`config.mk`:
```
export PLATFORM = sky130hd
export DESIGN_NAME = can_mc_bus_ctrl
export DESIGN_NICKNAME = d
export VERILOG_FILES = /design/src/rtl/can_mc_pkg.sv /design/src/rtl/can_mc_addr_chk.sv /design/src/rtl/can_mc_bus_ctrl.sv
export SDC_FILE = /design/constraint.sdc
export NUM_CORES = 1
export LEC_CHECK = 0
export CAP_MARGIN = 0
export CORE_MARGIN = 3
export CORE_UTILIZATION = 41
export DETAILED_ROUTE_END_ITERATION = 7
export PLACE_DENSITY = 0.85
export SYNTH_ARGS = -nofsm -noshare
export SYNTH_HDL_FRONTEND = slang
export SYNTH_SLANG_ARGS = --single-unit
```
`constraint.sdc`:
```
create_clock -name i_clk -period 2.02 [get_ports i_clk]
set_clock_uncertainty 0.2 [all_clocks]
set_input_delay 0.505 -clock i_clk [delete_from_list [all_inputs] [get_ports i_clk]]
set_output_delay 0.505 -clock i_clk [all_outputs]
set_load 0.05 [all_outputs]
```
`src/rtl/can_mc_pkg.sv`:
```
// can_mc_pkg: shared types and constants for the CAN controller CPU bus
// interface. Holds the transaction FSM state encoding, the readable and
// writable address window limits, and the bus widths.
package can_mc_pkg;

    localparam int ADDR_W = 6;
    localparam int DATA_W = 32;
    localparam int CNT_W  = 4;

    // Readable windows: [0x00, RD_LO_END] and [RD_HI_START, RD_HI_END].
    // Writable window: [0x00, WR_END].
    localparam logic [ADDR_W-1:0] RD_LO_END   = 6'h08;
    localparam logic [ADDR_W-1:0] RD_HI_START = 6'h14;
    localparam logic [ADDR_W-1:0] RD_HI_END   = 6'h20;
    localparam logic [ADDR_W-1:0] WR_END      = 6'h13;

    typedef enum logic [2:0] {
        ST_IDLE    = 3'd0,
        ST_RD_WAIT = 3'd1,
        ST_RD_ACK  = 3'd2,
        ST_WR      = 3'd3,
        ST_RESP    = 3'd4,
        ST_HOLD    = 3'd5
    } state_e;

endpackage

```
`src/rtl/can_mc_addr_chk.sv`:
```
// can_mc_addr_chk: combinational address validity check for one access
// direction.
//   i_addr     - register address under test
//   i_is_write - 1: check against the writable window, 0: readable windows
//   o_valid    - 1 when the address is legal for that direction
module can_mc_addr_chk
    import can_mc_pkg::*;
(
    input  logic [ADDR_W-1:0] i_addr,
    input  logic              i_is_write,
    output logic              o_valid
);

    logic w_rd_ok;
    logic w_wr_ok;

    assign w_rd_ok = (i_addr <= RD_LO_END) ||
                     ((i_addr >= RD_HI_START) && (i_addr <= RD_HI_END));
    assign w_wr_ok = (i_addr <= WR_END);
    assign o_valid = i_is_write ? w_wr_ok : w_rd_ok;

endmodule

```
`src/rtl/can_mc_bus_ctrl.sv`:
```
// can_mc_bus_ctrl: bridges a simple CPU chip-select bus onto separate read
// and write register channels of the CAN core.
//   CPU side : i_cs, i_rd, i_wr, i_addr, i_wdata in; o_rdata, o_ready, o_err out
//   Read ch. : o_rd_en, o_rd_addr, o_ack out; i_rd_data in
//   Write ch.: o_wr_en, o_wr_addr, o_wr_data out
//
// Handshake: the CPU raises i_cs with exactly one of i_rd/i_wr and keeps
// i_cs high until it sees o_ready. A request is taken on the first IDLE edge
// where that holds; o_ready is a single-cycle pulse with o_rdata/o_err valid
// alongside it. The controller then parks in HOLD until i_cs drops, so one
// long chip-select yields exactly one transaction.
module can_mc_bus_ctrl
    import can_mc_pkg::*;
#(
    parameter int RD_WAIT = 2
) (
    input  logic              i_clk,
    input  logic              i_reset_n,
    input  logic              i_cs,
    input  logic              i_rd,
    input  logic              i_wr,
    input  logic [ADDR_W-1:0] i_addr,
    input  logic [DATA_W-1:0] i_wdata,
    output logic [DATA_W-1:0] o_rdata,
    output logic              o_ready,
    output logic              o_err,
    output logic              o_rd_en,
    output logic [ADDR_W-1:0] o_rd_addr,
    output logic              o_ack,
    input  logic [DATA_W-1:0] i_rd_data,
    output logic              o_wr_en,
    output logic [ADDR_W-1:0] o_wr_addr,
    output logic [DATA_W-1:0] o_wr_data
);

    state_e            r_state;
    logic [CNT_W-1:0]  r_cnt;
    logic [ADDR_W-1:0] r_addr;
    logic [DATA_W-1:0] r_wdata;
    logic [DATA_W-1:0] r_rdata;
    logic              r_err;

    logic w_rd_req;
    logic w_wr_req;
    logic w_both_req;
    logic w_addr_ok;
    logic w_wait_done;

    assign w_rd_req   = i_cs & i_rd & ~i_wr;
    assign w_wr_req   = i_cs & i_wr & ~i_rd;
    assign w_both_req = i_cs & i_rd & i_wr;

    // Counter runs 0..RD_WAIT-1, giving exactly RD_WAIT cycles in RD_WAIT.
    assign w_wait_done = (r_cnt == CNT_W'(RD_WAIT - 1));

    can_mc_addr_chk u_addr_chk (
        .i_addr     (i_addr),
        .i_is_write (w_wr_req),
        .o_valid    (w_addr_ok)
    );

    always_ff @(posedge i_clk or negedge i_reset_n) begin
        if (!i_reset_n) begin
            r_state <= ST_IDLE;
            r_cnt   <= '0;
            r_addr  <= '0;
            r_wdata <= '0;
            r_rdata <= '0;
            r_err   <= 1'b0;
        end else begin
            case (r_state)
                ST_IDLE: begin
                    if (w_rd_req || w_wr_req || w_both_req) begin
                        r_addr  <= i_addr;
                        r_wdata <= i_wdata;
                        r_cnt   <= '0;
                        if (!w_both_req && w_addr_ok) begin
                            r_err   <= 1'b0;
                            r_state <= w_rd_req ? ST_RD_WAIT : ST_WR;
                        end else begin
                            // Error responses carry no data.
                            r_err   <= 1'b1;
                            r_rdata <= '0;
                            r_state <= ST_RESP;
                        end
                    end
                end
                ST_RD_WAIT: begin
                    if (w_wait_done) begin
                        r_state <= ST_RD_ACK;
                    end else begin
                        r_cnt <= r_cnt + 1'b1;
                    end
                end
                ST_RD_ACK: begin
                    r_rdata <= i_rd_data;
                    r_state <= ST_RESP;
                end
                ST_WR:   r_state <= ST_RESP;
                ST_RESP: r_state <= ST_HOLD;
                ST_HOLD: begin
                    if (!i_cs) begin
                        r_state <= ST_IDLE;
                    end
                end
                default: r_state <= ST_IDLE;
            endcase
        end
    end

    // Strobes decode the state register only; CPU inputs never reach them.
    assign o_rd_en   = (r_state == ST_RD_WAIT) || (r_state == ST_RD_ACK);
    assign o_ack     = (r_state == ST_RD_ACK);
    assign o_wr_en   = (r_state == ST_WR);
    assign o_ready   = (r_state == ST_RESP);
    assign o_rd_addr = r_addr;
    assign o_wr_addr = r_addr;
    assign o_wr_data = r_wdata;
    assign o_rdata   = r_rdata;
    assign o_err     = r_err;

endmodule

```
* Word level (Yosys, flattened, before mapping) *
Index checks and enable logic that the tools add are counted.

storage, ports and cells
  register bits = 78
  latch bits = 0
  memory bits (writable) = 0
  memory bits (read-only) = 0
  bits of input ports = 75
  output and inout bits = 81
  logic and storage cells = 58
  memories = 0

operators by class
  $add $sub $neg = 1
  multipliers = 0
  div/mod/pow operators = 0
  $lt $le $gt $ge = 4
  equal/unequal tests = 11
  shift-type cells = 0
  muxes and demuxes = 14
  bitwise gates (word level) = 7
  reductions and logical operators = 15

operator list
  kind                                                            number
  two-way mux 32 bit                                              2
  case mux 32 bit (2 select lines)                                1
  case mux 3 bit (5 select lines)                                 1
  two-way mux 3 bit                                               4
  inequality test 2 bit, second input constant                    5
  AND reduction 3 bit                                             3
  two-way mux 4 bit                                               2
  case mux 4 bit (2 select lines)                                 1
  == test 3 x 2 -> 1 bit, second input constant                   2
  == test 3 bit, second input constant                            2
  >= comparator 6 x 5 -> 1 bit, second input constant             1
  less-or-equal comparator 6 x 4 -> 1 bit, second input constant  1
  less-or-equal comparator 6 x 5 -> 1 bit, second input constant  1
  less-or-equal comparator 6 bit, second input constant           1
  AND 1 bit                                                       5
  adder 4 x 1 -> 4 bit, second input constant                     1
  == test 4 x 1 -> 1 bit, second input constant                   1
  logical OR 1 bit                                                4
  nonzero test 2 bit                                              2
  == test 3 x 1 -> 1 bit, second input constant                   1
  zero test 3 bit                                                 1
  logical AND 1 bit                                               2
  two-way mux 1 bit                                               2
  two-way mux 2 bit                                               1
  4 further kinds                                                 5

* Depth between registers and ports, before layout *
Gate-level depths: netlist (run 1).

  word-level depth = 8
  mapped depth = 6

* Hierarchy *
Synthesis (run 1) repeated with hierarchy kept, for this count alone.

unflattened totals
  cells, all modules = 292
  area, all modules = 3684.8 µm²

by module, submodules not included
  module           instances  cells an instance  area an instance (µm²)
  can_mc_bus_ctrl  1          286                3637.2
  can_mc_addr_chk  1          6                  47.5

* Least setup slack after synthesis (run 1) *
Ideal clock, no wire load.

  path type = register -> output
  start = reg r_state[2]
  end = out o_rd_en
  arrival time = 1.746 ns
  data required time = 1.315 ns
  setup slack = -0.431 ns
  stages on the path, launching flop included = 3
  buffers on the path = 0
  path through = dfrtp_1 > nand2b_1 > o21ai_0

on the way
  cells in the longest elaborated chain, start to end = 2

RTL lines
  item                                                                     RTL line                source
  start, declared                                                          can_mc_bus_ctrl.sv:36   state_e r_state;
  start signal, assigned                                                   can_mc_bus_ctrl.sv:79   r_state <= w_rd_req ? ST_RD_WAIT : ST_WR;
  == test 3 x 1 -> 1 bit / == test 3 x 2 -> 1 bit (equally long branches)  can_mc_bus_ctrl.sv:112  assign o_rd_en = (r_state == ST_RD_WAIT) || (r_state == ST_RD_ACK);
  logical OR 1 bit *                                                       can_mc_bus_ctrl.sv:112
  end, declared                                                            can_mc_bus_ctrl.sv:27   output logic o_rd_en,

Mark *: on every way between the ends. The rest lies on a longest branch, timed or not.

* Worst setup path after layout (run 1) *
  start = reg r_state[1]
  end = out o_rd_en

The elaborated chain is that of the path after synthesis.

==> summary.md, run 1 <==
| Metric | Value |
|---|---|
| Sum Neg Setup Slack | `-0.223 ns` |
| Switch Pwr | `roughly 0.005 W` |
| Core Util, Final | `68.8%` |
| Setup violations, final | `4` |
| Clock slew at reported path FFs | `roughly 0.09 ns` |
| Die Y | `96.6 um` |
| Clk sinks | `78` |
| Total global-route track usage | `18.9%` |
| Root Driver | `clkbuf_8` |
| Commonest non-fill, non-tap cell in the layout | `buf_4` |
| Largest net degree at the start of global routing | `79` |
| Failing checks | `negative setup slack` |
| Hold WC Path Type | `reg2reg` |
| Combinational fraction of design power | `60.8%` |
| WHS Path Cells | `1` |
| Seq/Total Area, Yosys | `58.1%` |
| Most frequent cells in the layout | `97 x buf_4, 78 x dfrtp_1, 66 x clkdlybuf4s50_1` |
| Pre-Repair DR Iteration Count | `4` |
| PnR worst setup slack | `-0.0871 ns` |
| Unique masters post-synth | `37` |
| Slew HR | `66.8%` |
| Critical Path Sink Type | `primary output` |
| H-tree lvl count | `3` |
| Vias in the first global route | `2789` |
| Worst Setup Start Kind | `flop` |
| Syn_nets | `327` |
| Synth warn | `0` |
| HPWL after DPL | `6.45 mm` |
| FF-to-FF path depth | `5` |
| Run status | `finished, violations left` |
| Post-Synthesis Cells | `250` |
| Routed WL per cell | `16.4 um` |
| DR vias | `approximately 2700` |
| RR Startpoint | `r_state[1]` |
| Final instance area | `5400 um2` |
| Final worst-path cycle share | `104%` |
| Nets | `504` |
| Area Growth Syn to Fin | `60.6%` |
| Crit path required time | `1.31 ns` |
| Hold path endpoint | `o_wr_data[6]` |
| CTS tree | `built` |
| Seq pwr share | `27.4%` |
| Vias/cell | `around 5` |
| Flops & latches, synth | `78` |
| Post-synth top area cell | `dfrtp_1` |
| F_max | `475 MHz` |
| Clock latency on the worst-skew pair | `0.34 ns` |
| Top-area cell type share of the netlist area | `58.1%` |
| Routed wire length | `8.78 mm` |
| Buffers on Ports | `155` |
| DR DRC count | `0` |
| Worst path arrival time | `1.40 ns` |
| VDD IR max | `~1300 uV` |
| Rows | `32` |
| Least-Margin Pin Slew | `around 0.49 ns` |
| Full die area | `9320 um2` |
| Initial DRC Count | `73` |
| Ant. Diodes | `0` |
| Internal | `0.00513 W` |
| R2r endpoint | `r_cnt[1]` |
| Syn Area/Cell | `~13 um2` |
| Initial antenna violation count | `0` |
| Net switching fraction of the power | `49.5%` |
| Final-report hold violation count | `0` |
| Power Density | `1880 nW/um2` |
| Fillers | `578` |
| Starting density of the core | `between 40% and 50%` |
| Clock buffer count from CTS | `9` |
| Post-Place Cell Area | `5030 um2` |
| First-pass GRT wire length | `approximately 13 mm` |
| RSZ-0062 raised after global routing | `true` |
| ANT nets after route | `0` |
| Clock Path Buffers | `2` |
| Max Cap Violations | `0` |
| Gp weighted congestion | `0.737` |
| Hold_sp | `o_wr_data[6]` |
| Die width | `96.6 um` |
| Share of layout cells above drive strength 1 | `43.3%` |
| # IOs | `156` |
| Total gr overflow | `0` |
| Clk pwr share | `11.8%` |
| Maximum fanout along the worst path | `4` |
| Netlist Area Pre-Place | `3360 um2` |
| Core ar. | `7850 um2` |
| Max Slew Vio Count | `0` |
| Top cells by area, synth | `dfrtp_1 58%, mux2_2 13%, mux2i_1 10%` |
| Pleak | `approximately 2.4 nW` |
| R2R Setup Slk | `0.02 ns` |
| Fin crit period | `approximately 2.1 ns` |
| Worst setup path class | `reg2out` |
==> how the worst max path moves through the flow <==
| stage | from | to | slack, ns | depth (start not counted) |
|---|---|---|---|---|
| 6_report | r_state[1] | o_rd_en | -0.09 | 3 |
| 5_1_grt | r_state[0] | o_ready | -0.13 | 4 |
| 4_1_cts | r_state[2] | o_rd_en | -0.11 | 3 |
| 3_5_place_dp | i_addr[1] | o_rdata[3] | -0.46 | 7 |
| 3_3_place_gp | i_addr[1] | r_state[1] | -0.38 | 5 |
| 2_1_floorplan | r_state[2] | o_wr_en | -0.003 | 2 |
==> registers in the layout (all words and copies together), names as in the netlist <==
signal     cells
o_err          1
r_cnt          4
o_rd_addr      6
o_wr_data     32
o_rdata       32
r_state        3
==> cells in the mapped netlist, drive strengths merged <==
cell type / n
nand3: 2
or2b: 1
buf: 18
nand2: 3
and3b: 2
or3b: 1
a311oi: 1
and3: 1
mux2i: 34
o41ai: 1
mux2: 40
o21ai: 3
o211ai: 1
nor2: 6
a2111oi: 1
ha: 2
or3: 3
nand2b: 1
clkbuf: 2
o311ai: 2
o22ai: 1
a21o: 1
dfrtp: 78
o21a: 2
nor4: 2
a31o: 1
inv: 5
a21oi: 34
o41a: 1
==> power by group through the flow <==
stage / logic (W) / clock network [W] / registers [W]
2_1_floorplan: 0.00163 / 0 / 0.00516
3_3_place_gp: 0.00593 / 0 / 0.00277
3_5_place_dp: 0.00604 / 0 / 0.00282
4_1_cts: 0.00620 / 0.00123 / 0.00280
5_1_grt: 0.00646 / 0.00130 / 0.00288
6_report: 0.00617 / 0.00120 / 0.00278
==> cell families after synthesis <==
| kind of cell | after synthesis | synth area share, % |
|---|---|---|
| AOI/OAI and AO/OA | 49 | 9.19 |
| adders and majority gates | 2 | 0.744 |
| buffers and inverters | 25 | 4.65 |
| DFF | 78 | 58.1 |
| muxes | 74 | 23.5 |
| and+or+nand+nor | 22 | 3.83 |
==> timing repair <==
item / 4_1_cts / 5_1_grt
cloned: 2 / 0
buffers inserted: 5 / 1
hold buffers: 1 / 0
gates resized for setup: 17 / 5
pin swaps: 6 / 2
setup endpoints to repair: 40 / 33
hold endpoints to repair: 72 / 0
==> area by class of cell <==
cell class / count / area, um2 / share of cell area [%]
clock buffers: 10 / 138 / 2.55
clock inverters: 6 / 70.1 / 1.30
inverters: 5 / 18.8 / 0.348
multi-input cells: 147 / 1330 / 24.6
flip-flops and latches: 78 / 1950 / 36.1
well taps: 102 / 128 / 2.36
repair buffers: 186 / 1770 / 32.7
==> per-layer routing <==
layer | global-route usage, % | vias up | wire length, um
li1 | - | 1244 | -
met1 | 21.0 | 1285 | 3310
met2 | 31.8 | 130 | 4280
met3 | 8.29 | 12 | 1050
met4 | 7.59 | 0 | 147
met5 | 0 | - | 0
==> worst max-delay path: stages, from the launching register on <==
cell	delay, ns
dfrtp_1	0.42
or3b_4	0.41
o21ai_4	0.08
buf_12	0.15
==> metrics by stage <==
step / hold slack, ns / setup slack, ns / total power [W] / instances
final: 0.313 / -0.0871 / 0.0101 / 534
after global routing: 0.325 / -0.131 / 0.0107 / 534
after CTS: 0.318 / -0.106 / 0.0102 / 533
after detailed placement: 0.297 / -0.459 / 0.00886 / 510
after global placement: 0.290 / -0.382 / 0.00870 / 510
after floorplan: 0.00941 / -0.00267 / 0.00679 / 250
(Power assumes the default switching activity.)
==> run 2, diff against run 1 <==
CTS_CLUSTER_DIAMETER = 100   (was default)
==> results of run 2 <==
Same layout as run 1: the final DEF is identical, and so are final timing and power.
==> run 3, diff against run 2 <==
ABC_CLOCK_PERIOD_IN_PS = 2020   (was default)
CORE_ASPECT_RATIO = 0.5   (was default)
==> run 3 against run 2 <==
Compared with the run above: the run still ends with negative setup slack left; sequential power about the same; count of clock-buffer cells in the layout up 1; sequential share of layout area decreased by 0.57 points; die area is 0.70% higher; design area up 1.6%; global-route usage increased by 1.9 points; register-to-register slack got worse by 0.02 ns.
==> summary.md, run 3 (synthesized netlist as in run 1, its figures left out) <==
| Metric | Value |
|---|---|
| Critical Path Sink Type | `primary output (unchanged)` |
| Total chip power | `0.0105 W (was 0.0101 W)` |
| Worst Setup Start Kind | `flop (unchanged)` |
| Total global-route track usage | `20.8% (was 18.9%)` |
| Sum Neg Setup Slack | `-0.0825 ns (was -0.223 ns)` |
| Hold path endpoint | `o_wr_data[31] (was o_wr_data[6])` |
| Clock buffer count from CTS | `9 (unchanged)` |
| Hold WC Path Type | `reg2reg (unchanged)` |
| Worst setup path class | `reg2out (unchanged)` |
| Final-report hold violation count | `0 (unchanged)` |
| Ant. Diodes | `0 (unchanged)` |
| Routed WL per cell | `18.3 um (was 16.4 um)` |
| Gp weighted congestion | `0.779 (was 0.737)` |
| F_max | `479 MHz (was 475 MHz)` |
| # IOs | `156 (unchanged)` |
| Total gr overflow | `0 (unchanged)` |
| Buffers on Ports | `155 (unchanged)` |
| Power Density | `1920 nW/um2 (was 1880 nW/um2)` |
| Die Y | `70.0 um (was 96.6 um)` |
| PnR worst setup slack | `-0.0683 ns (was -0.0871 ns)` |
| Share of layout cells above drive strength 1 | `44.2% (was 43.3%)` |
| Fin crit period | `2.09 ns (was 2.11 ns)` |
| Setup crit start | `r_state[2] (was r_state[1])` |
| Vias/cell | `5.14 (was 5.00)` |
| Die width | `134 um (was 96.6 um)` |
| Pleak | `2.46 nW (was 2.41 nW)` |
| Slew HR | `68.2% (was 66.8%)` |
| HPWL after DPL | `6.82 mm (was 6.45 mm)` |
| Core Util, Final | `72.0% (was 68.8%)` |
| Clock latency on the worst-skew pair | `0.33 ns (was 0.34 ns)` |
| Least-Margin Pin Slew | `0.477 ns (was 0.492 ns)` |
| Dpl cells | `512 (was 510)` |
| VDD IR max | `1140 uV (was 1320 uV)` |
| Commonest non-fill, non-tap cell in the layout | `buf_4 (unchanged)` |
| H-tree lvl count | `3 (unchanged)` |
| Fin cells | `542 (was 534)` |
| Final worst-path cycle share | `103% (was 104%)` |
| Worst path arrival time | `1.38 ns (was 1.40 ns)` |
| Core ar. | `7620 um2 (was 7850 um2)` |
| Starting density of the core | `44.1% (was 42.8%)` |
| Setup violations, final | `3 (was 4)` |
| RSZ-0062 raised after global routing | `true (unchanged)` |
| Clk sinks | `78 (unchanged)` |
| RR Startpoint | `r_state[2] (was r_state[1])` |
| Max Slew Vio Count | `0 (unchanged)` |
| Clock slew at reported path FFs | `0.06 ns (was 0.09 ns)` |
| R2R Setup Slk | `0 ns (was 0.02 ns)` |
| Area Growth Syn to Fin | `63.2% (was 60.6%)` |
| Initial DRC Count | `165 (was 73)` |
| WHS Path Cells | `1 (unchanged)` |
| First-pass GRT wire length | `15.5 mm (was 13.3 mm)` |
| CTS tree | `built (unchanged)` |
| R2r endpoint | `r_cnt[1] (unchanged)` |
| Clock Path Buffers | `2 (unchanged)` |
| Nets | `507 (was 504)` |
| Fillers | `475 (was 578)` |
| Most frequent cells in the layout | `101 x buf_4, 78 x dfrtp_1, 65 x clkdlybuf4s50_1 (was 97 x buf_4, 78 x dfrtp_1, 66 x clkdlybuf4s50_1)` |
| ANT nets after route | `0 (unchanged)` |
| Routed wire length | `9.93 mm (was 8.78 mm)` |
| Maximum fanout along the worst path | `3 (was 4)` |
| Fin Hold WS | `0.307 ns (was 0.313 ns)` |
| Rows | `22 (was 32)` |
| Failing checks | `negative setup slack (unchanged)` |
| DR vias | `2785 (was 2671)` |
| Vias in the first global route | `3004 (was 2789)` |
| Crit path required time | `1.31 ns (about the same)` |
| Initial antenna violation count | `0 (unchanged)` |
| Largest net degree at the start of global routing | `35 (was 79)` |
| DR DRC count | `0 (unchanged)` |
| Root Driver | `clkbuf_16 (was clkbuf_8)` |
| Max Cap Violations | `0 (unchanged)` |
| FF-to-FF path depth | `5 (unchanged)` |
| Full die area | `9390 um2 (was 9320 um2)` |
| Hold_sp | `o_wr_data[31] (was o_wr_data[6])` |
| Pre-Repair DR Iteration Count | `4 (unchanged)` |
| Run status | `finished, violations left (unchanged)` |
[run 3: worst max-delay path by stage]
stage,endpoint,slack [ns],depth (start not counted)
2_1_floorplan,o_wr_en,-0.003,2
3_3_place_gp,r_state[1],-0.45,5
3_5_place_dp,r_state[1],-0.49,5
4_1_cts,o_rd_en,-0.07,3
5_1_grt,o_rd_en,-0.10,3
6_report,o_rd_en,-0.07,3
[run 3: repair_timing]
action	4_1_cts	5_1_grt
gates cloned	2	0
setup buffers	5	7
pin swaps	6	5
setup endpoints to repair	78	77
gates resized for setup	20	15
endpoints found under the hold margin	32	0
hold buffers	1	0
[run 3: where the power goes]
group	internal (W)	total [W]	switching [W]
Sequential	0.00232	0.00278	0.000463
Combinational	0.00218	0.00622	0.00404
Clock	0.000948	0.00154	0.000593
[run 3: through the flow]
stage	setup WS, ns	area (um2)
2_1_floorplan	-0.00267	3370
3_3_place_gp	-0.452	4970
3_5_place_dp	-0.491	4970
4_1_cts	-0.0711	5390
5_1_grt	-0.104	5490
6_report	-0.0683	5490
[run 3: worst max-delay path, cell delays in order, from the launching register on]
cell and delay, ns:
dfrtp_1 0.40, or3b_4 0.42, o21ai_4 0.08, buf_12 0.15
[run 3: final cells by class]
class	count	area (um2)	area share [%]
clock buffers	11	233	4.24
clock inverters	4	48.8	0.889
inverters	5	18.8	0.342
multi-input cells	147	1340	24.4
flip-flops and latches	78	1950	35.6
well taps	108	135	2.46
repair buffers	189	1760	32.1
[run 3: routing by layer]
layer	wire (um)	share of wire, %	track usage, %
met3	395	4.0	5.32
met4	252	2.5	8.01
met5	0	0	0
met1	3890	39	22.7
met2	5400	54	39.0
